<file path="src/rtl/sha_pkg.sv">
// sha_pkg: shared SHA-256 word and block types
package sha_pkg;
  localparam int WORD_WIDTH = 32;
  localparam int BLOCK_WORDS = 16;
  typedef logic [31:0] sha_word_t;
  typedef logic [15:0][31:0] sha_block_t;
endpackage

</file>
<file path="src/rtl/sha_block_slot.sv">
// sha_block_slot: one 16-word block buffer with full and first-of-message flags
module sha_block_slot
  import sha_pkg::*;
(
  input  logic       clk,
  input  logic       rst_n,
  input  logic       wr_en,
  input  logic [3:0] wr_idx,
  input  sha_word_t  wr_data,
  input  logic       first_in,
  input  logic       set_full,
  input  logic       clr_full,
  output sha_block_t data,
  output logic       full,
  output logic       first
);
  // word storage; the word landing at index 15 opens a block and latches its first flag
  always_ff @(posedge clk or negedge rst_n)
    if (!rst_n) begin
      data <= '0;
      first <= 1'b0;
    end else if (wr_en) begin
      data[wr_idx] <= wr_data;
      if (wr_idx == 4'd15) first <= first_in;
    end
  // occupancy flag; set and clear never target the same slot in one cycle
  always_ff @(posedge clk or negedge rst_n)
    if (!rst_n) full <= 1'b0;
    else if (set_full) full <= 1'b1;
    else if (clr_full) full <= 1'b0;
endmodule

</file>
<file path="src/rtl/sha_message_block_loader.sv">
// sha_message_block_loader: packs a 32-bit word stream into double-buffered 16-word SHA-256 blocks
module sha_message_block_loader #(
  parameter int WORD_WIDTH = sha_pkg::WORD_WIDTH,
  parameter int BLOCK_WORDS = sha_pkg::BLOCK_WORDS
) (
  input  logic                                  clk,
  input  logic                                  rst_n,
  input  logic                                  word_valid_i,
  output logic                                  word_ready_o,
  input  logic [WORD_WIDTH-1:0]                 word_i,
  input  logic                                  msg_start_i,
  output logic                                  block_valid_o,
  input  logic                                  block_ready_i,
  output logic [BLOCK_WORDS-1:0][WORD_WIDTH-1:0] block_o,
  output logic                                  block_first_o
);
  import sha_pkg::*;
  logic       fill_sel, rd_sel, word_acc, blk_acc, done;
  logic [3:0] wcnt, k;
  logic [1:0] full, first;
  sha_block_t data [2];
  assign word_ready_o = !full[fill_sel];
  assign block_valid_o = full[rd_sel];
  assign block_o = data[rd_sel];
  assign block_first_o = first[rd_sel];
  assign word_acc = word_valid_i && word_ready_o;
  assign blk_acc = block_valid_o && block_ready_i;
  assign k = (msg_start_i && wcnt != 4'd0) ? 4'd0 : wcnt;
  assign done = word_acc && k == 4'd15;
  // word counter wraps to 0 after word 15; fill and read pointers ping-pong between slots
  always_ff @(posedge clk or negedge rst_n)
    if (!rst_n) begin
      wcnt <= 4'd0;
      fill_sel <= 1'b0;
      rd_sel <= 1'b0;
    end else begin
      if (word_acc) wcnt <= k + 4'd1;
      if (done) fill_sel <= !fill_sel;
      if (blk_acc) rd_sel <= !rd_sel;
    end
  for (genvar i = 0; i < 2; i++) begin : g_slot
    sha_block_slot u_slot (
      .clk(clk),
      .rst_n(rst_n),
      .wr_en(word_acc && fill_sel == 1'(i)),
      .wr_idx(4'd15 - k),
      .wr_data(word_i),
      .first_in(msg_start_i),
      .set_full(done && fill_sel == 1'(i)),
      .clr_full(blk_acc && rd_sel == 1'(i)),
      .data(data[i]),
      .full(full[i]),
      .first(first[i])
    );
  end
endmodule
</file>
<file path="config.mk">
export PLATFORM = sky130hd
export DESIGN_NAME = sha_message_block_loader
export DESIGN_NICKNAME = d
export VERILOG_FILES = /design/src/rtl/sha_pkg.sv /design/src/rtl/sha_block_slot.sv /design/src/rtl/sha_message_block_loader.sv
export SDC_FILE = /design/constraint.sdc
export NUM_CORES = 1
export LEC_CHECK = 0
export BUFFER_PORTS_ARGS = -buffer_cell sky130_fd_sc_hd__buf_2
export CAP_MARGIN = 20
export CORE_MARGIN = 2
export CORE_UTILIZATION = 34
export CTS_CLUSTER_SIZE = 30
export DETAILED_ROUTE_END_ITERATION = 8
export SYNTH_ARGS = -nofsm -noshare
export SYNTH_HDL_FRONTEND = slang
export SYNTH_HIERARCHICAL = 1
export SYNTH_SLANG_ARGS = --single-unit
</file>
<file path="constraint.sdc">
create_clock -name clk -period 2.5 [get_ports clk]
set_clock_uncertainty 0.2 [all_clocks]
set_input_delay 0.25 -clock clk [delete_from_list [all_inputs] [get_ports clk]]
set_output_delay 0.25 -clock clk [all_outputs]
set_load 0.02 [all_outputs]
</file>
[Yosys cells after proc, flatten, opt, wreduce, memory -nomap -nowiden]
Cells that the tools add are included.
Word-level totals
  register bits after elaboration: 1034
  input bits: 37
  output and inout port bits: 515
Cells by class
  $add $sub $neg: 2
  magnitude comparators: 5
  equal/unequal tests: 2
  mux-type cells: 18
  bitwise logic cells: 3
  reductions and logical operators: 19
Operator list (count)
  $mux 512: 3
  $bwmux 512: 2
  $demux 32 s4: 1
  $mux 32: 1
  $logic_and 1x1->1: 11
  $mux 1: 10
  $eq 4x4->1 const B: 2
  $lt 4x5->1 const B: 1
  $add 4x1->4 const B: 1
  $ge 4x1->1 const B: 1
  $lt 1x2->1 const B: 2
  $mux 4: 1
  $reduce_and 2->1: 2
  $reduce_bool 2->1: 2
  $reduce_bool 4->1: 1
  $sub 4x4->4 const A: 1
  $logic_not 1->1: 3
  $ge 2x2->1 const B: 1
  $not 1->1: 2
  $not 1->2: 1

[Logic depth before layout (Yosys ltp)]
  word-level depth: 9
  mapped depth: 7
  depth with buffers taken out: 6

[Cells and area by module]
The synthesis kept the hierarchy.
By module, submodules not included
  sha_block_slot: times used 2, cells an instance 1139, area an instance 19182.1 sq um, seq. area each 12862.3 sq um
  sha_message_block_loader: times used 1, cells an instance 609, area an instance 6513.7 sq um, seq. area each 150.1 sq um

[Worst setup path after synthesis]
Ideal clock, no wire load.
  kind: reg-to-reg
  start: reg fill_sel
  end: reg g_slot[1].u_slot/data[385] (netlist name)
  arrival time: 1.979 ns
  setup slack: 0.197 ns
  stages on the path, launching flop included: 8
  buffers on the path: 2
  cells stage by stage: dfrtp_1 > inv_1 > nor3b_1 > nor3b_2 > and3_1 > clkbuf_1 > buf_2 > mux2_2
Between the ends
  cells in the longest elaborated chain, start to end: 5
RTL lines
  start, declared: RTL line sha_message_block_loader.sv:18  | logic fill_sel, rd_sel, word_acc, blk_acc, done;
  start signal, assigned: RTL line sha_message_block_loader.sv:38  | if (done) fill_sel <= !fill_sel;
  $mux 1 (not written as such) (2 in a row): RTL line sha_message_block_loader.sv:22  | assign word_ready_o = !full[fill_sel];
  $logic_not 1->1: RTL line sha_message_block_loader.sv:22
  $logic_and 1x1->1: RTL line sha_message_block_loader.sv:26  | assign word_acc = word_valid_i && word_ready_o;
  $logic_and 1x1->1 (*): RTL line sha_message_block_loader.sv:45  | .wr_en(word_acc && fill_sel == 1'(i)),
  end signal, assigned by index: RTL line sha_block_slot.sv:23  | data[wr_idx] <= wr_data;
  end, declared: RTL line sha_block_slot.sv:13  | output sha_block_t data,
Mark *: on every way between the ends. The rest lies on a longest branch, timed or not. The select of a mux whose other input is x is not followed.
A chain may end at the register's enable or synchronous reset.

==> run_results.csv <==
group,metric,value,unit
logic_synthesis,ys_seq_area_frac,0.5766,
logic_synthesis,ys_types,29,
timing,rsz0062_at_grt,"true",
clock_tree,htreeDepth,3,
outcome,violations,"setup timing",
logic_synthesis,synth_edf_count,0,
pwr,switching_share,0.2376,
placed_design,placedCellCount,5092,
worst_hold_path,worst_hold_startpoint,"word_i[23]",
floorplanning,dieArea,134900,µm²
timing,max-slew-margin-rel,0.3147,
cells_and_area,fin_cells,5377,
worst_setup_path,crit_path_max_fanout,7,
worst_setup_path,rr_worst_depth,8,
global_route,grt.met2_usage,0.3219,
clock_tree,clk_latency,0.72,ns
floorplanning,chipHeight,367.3,µm
pwr,power.leakage,0.02980,µW
placed_design,gp_congestion,0.7513,
timing,fin_ws,-0.2846,ns
timing,slew_viol_final,0,
logic_synthesis,synth_area_leaders,"dfrtp_1, mux2_2, buf_2, clkbuf_1, mux2_1",
worst_setup_path,rrSetupSlack,0.09,ns
pwr,total_power,39590,µW
detailed_routing,post-route-drc-count,0,
clock_tree,clkSlewWorstSetupHoldPaths,0.06,ns
pwr,pwr-share-comb,0.075,
clock_tree,cts_buffer_depth,3,
worst_setup_path,end_kind,"primary output",
global_route,grt_pass1_wl,201.9,mm
timing,clock.fmax,359.1,MHz
pwr,seqPwrFrac,0.486,
global_route,grt_overflow,0,
worst_setup_path,worstSetupPathType,"flip-flop to primary output",
logic_synthesis,yosys.area.top_type,"dfrtp_1",
logic_synthesis,synth_ff_type,"dfrtp_1",
logic_synthesis,syn_inst,2887,
timing,holdWs,0.07763,ns
floorplanning,start_util,0.3418,
logic_synthesis,yosys_warnings,6,
placed_design,dpl_cell_area,50430,µm²
detailed_routing,first_pass_iters,5,
floorplanning,design.core.area,131300,µm²
clock_tree,ctsRootBufferMaster,"clkbuf_16",
detailed_routing,vias_per_cell,4.947,
global_route,antenna_found_initial,11,
global_route,grt_pass1_vias,27800,
global_route,grt_max_degree,114,
worst_setup_path,worstSetupStartpointType,"flip-flop",
worst_setup_path,worstPathRequired,2.05,ns
worst_hold_path,min_path_cells,2,
logic_synthesis,postSynthAreaPerCell,15.54,µm²
cells_and_area,fill_cells,11900,
global_route,grt_usage,0.2044,
logic_synthesis,syn-num-nets,2925,
timing,finalCritPeriodShare,1.114,
detailed_routing,ant_nets,0,
clock_tree,cts_inserted_buffers,116,
detailed_routing,drtIter0Drc,1412,
detailed_routing,vias,26600,
pwr,switchingPower,9409,µW
placed_design,hpwlAfterDp,88.12,mm
timing,tns,-99.19,ns
logic_synthesis,yosysTopAreaCellShare,0.5766,
pwr,pwr-share-clk,0.439,
logic_synthesis,synth-seq-cells,1034,
global_route,met3_usage,0.04840,
pwr,max-vdd-ir-drop,0.5648,mV
floorplanning,rows,133,
logic_synthesis,synth-async-reset-ratio,1.000,
flow_run,cap_violations,0,
worst_setup_path,r2r-end,"g_slot[0].u_slot/data[153]$_DFFE_PN0P_",
floorplanning,io_pins,552,
timing,fin_crit,2.785,ns
worst_setup_path,arrival,2.33,ns
timing,hold_viol_final,0,
global_route,met1_usage,0.2815,
detailed_routing,drt-wirelength-per-cell,25.93,µm
global_route,top_usage_layer,"met2",
placed_design,io_buffer_count,551,
logic_synthesis,ys_top_cells_by_count,"mux2_2, dfrtp_1, buf_2",
cells_and_area,synthToLayoutAreaGrowth,27.75,%
worst_setup_path,worstReg2RegStart,"wcnt[0]$_DFFE_PN0N_",
floorplanning,fp.dieW,367.3,µm
pwr,intPower,30190,µW
logic_synthesis,synth_area,44880,µm²
logic_synthesis,yosysMostFrequentCell,"mux2_2",
cells_and_area,design_area,57330,µm²
detailed_routing,routed_wl,139.4,mm
clock_tree,cts_tree,"done",
clock_tree,clock-sinks,1034,
worst_hold_path,holdPathEnd,"g_slot[1].u_slot/data[471]$_DFFE_PN0P_",
timing,setup_viol,514,
worst_hold_path,hp-class,"input port to flip-flop",
cells_and_area,post_route_cells_drive_above_1_share,0.6844,
cells_and_area,final_net_count,3560,
timing,tightest_slew,1.028,ns
outcome,status,"complete, but fails checks",
pwr,power.density,690.6,nW/µm²
[cell families after synthesis]
| logic type | count (synthesis) | synth area share |
|---|---|---|
| flip-flops | 1034 | 0.5766 |
| XOR/XNOR | 1 | 0.0001952 |
| AND/OR/NAND/NOR | 64 | 0.007862 |
| buffers and inverters | 236 | 0.02651 |
| AO/OA/AOI/OAI | 7 | 0.001143 |
| multiplexers | 1544 | 0.3874 |
| adder cells (fa/ha/maj) | 1 | 0.0002788 |
[critical path, stage by stage (launching register included)]
cell and delay [ns]:
dfrtp_4 0.45, buf_12 0.15, buf_16 0.17, buf_12 0.15, clkbuf_16 0.17, mux2_2 0.36, buf_6 0.14
[state kept, by name, indices dropped and copies added (netlist names)]
register / count
fill_sel: 1
g_slot.u_slot/data: 1024
g_slot.u_slot/first: 2
g_slot.u_slot/full: 2
rd_sel: 1
wcnt: 4
[per-stage QoR]
step	worst slack, ns	util
after floorplan	0.1965	-
final	-0.2846	0.4367
after global routing	-0.3800	0.4366
after detailed placement	0.007562	0.3841
after CTS	-0.3756	0.4321
after global placement	0.001286	0.3841
[power by group through the flow]
stage	registers, µW	logic [µW]	clock network, µW
CTS	19200	3030	17900
finish	19200	2970	17400
global placement	19500	2910	0
global route	19500	3270	18600
floorplan	19300	1900	0
detailed placement	19500	3000	0
[timing repair]
item	4_1_cts	5_1_grt
resized for setup	399	107
setup endpoints to repair	514	564
endpoints found under the hold margin	1104	0
hold buffers	10	0
buffers inserted	17	7
pin swaps	0	0
gates cloned	28	9
[cell type report]
cell class,count,area (µm²),area share
repair buffers,746,7042,0.1228
flip-flops and latches,1034,25880,0.4514
clock buffers,169,3373,0.05884
clock inverters,45,536.8,0.009362
inverters,7,26.28,0.0004583
multi-input cells,1617,18270,0.3187
well taps,1755,2196,0.03830
diodes,4,10.01,0.0001746
[cell usage in the layout (no fill, tap or decap), types with 6 or more instances in the layout]
| master | n |
|---|---|
| clkbuf_16 | 126 |
| dlygate4sd3_1 | 10 |
| buf_16 | 36 |
| mux2_1 | 22 |
| mux2_4 | 82 |
| buf_4 | 93 |
| nor2_4 | 18 |
| clkinvlp_4 | 6 |
| dfrtp_1 | 1033 |
| mux2_2 | 1438 |
| clkbuf_1 | 27 |
| clkbuf_8 | 25 |
| nand3b_1 | 8 |
| or3_2 | 6 |
| buf_2 | 360 |
| inv_1 | 7 |
| buf_6 | 176 |
| inv_6 | 7 |
| clkinv_2 | 18 |
| bufinv_16 | 8 |
| buf_12 | 59 |
[layer usage]
layer	vias to the layer above	routed length [µm]
met3	165	6962
met2	583	64380
met1	14230	64380
li1	11620	-
met4	0	3686
met5	-	0
[worst max-delay path by stage]
stage                               startpoint                                      to  slack (ns)  cells after the start
after floorplan           fill_sel$_DFFE_PN0P_  g_slot[1].u_slot/data[385]$_DFFE_PN0P_        0.20                      7
after global placement             msg_start_i  g_slot[1].u_slot/data[294]$_DFFE_PN0P_       0.001                      7
after detailed placement           msg_start_i  g_slot[0].u_slot/data[153]$_DFFE_PN0P_       0.008                      9
after CTS                   rd_sel$_DFFE_PN0P_                             block_o[37]       -0.38                      5
after global routing        rd_sel$_DFFE_PN0P_                            block_o[320]       -0.38                      6
final                       rd_sel$_DFFE_PN0P_                            block_o[193]       -0.28                      6
Note: power is estimated with default switching activity, not from simulation.
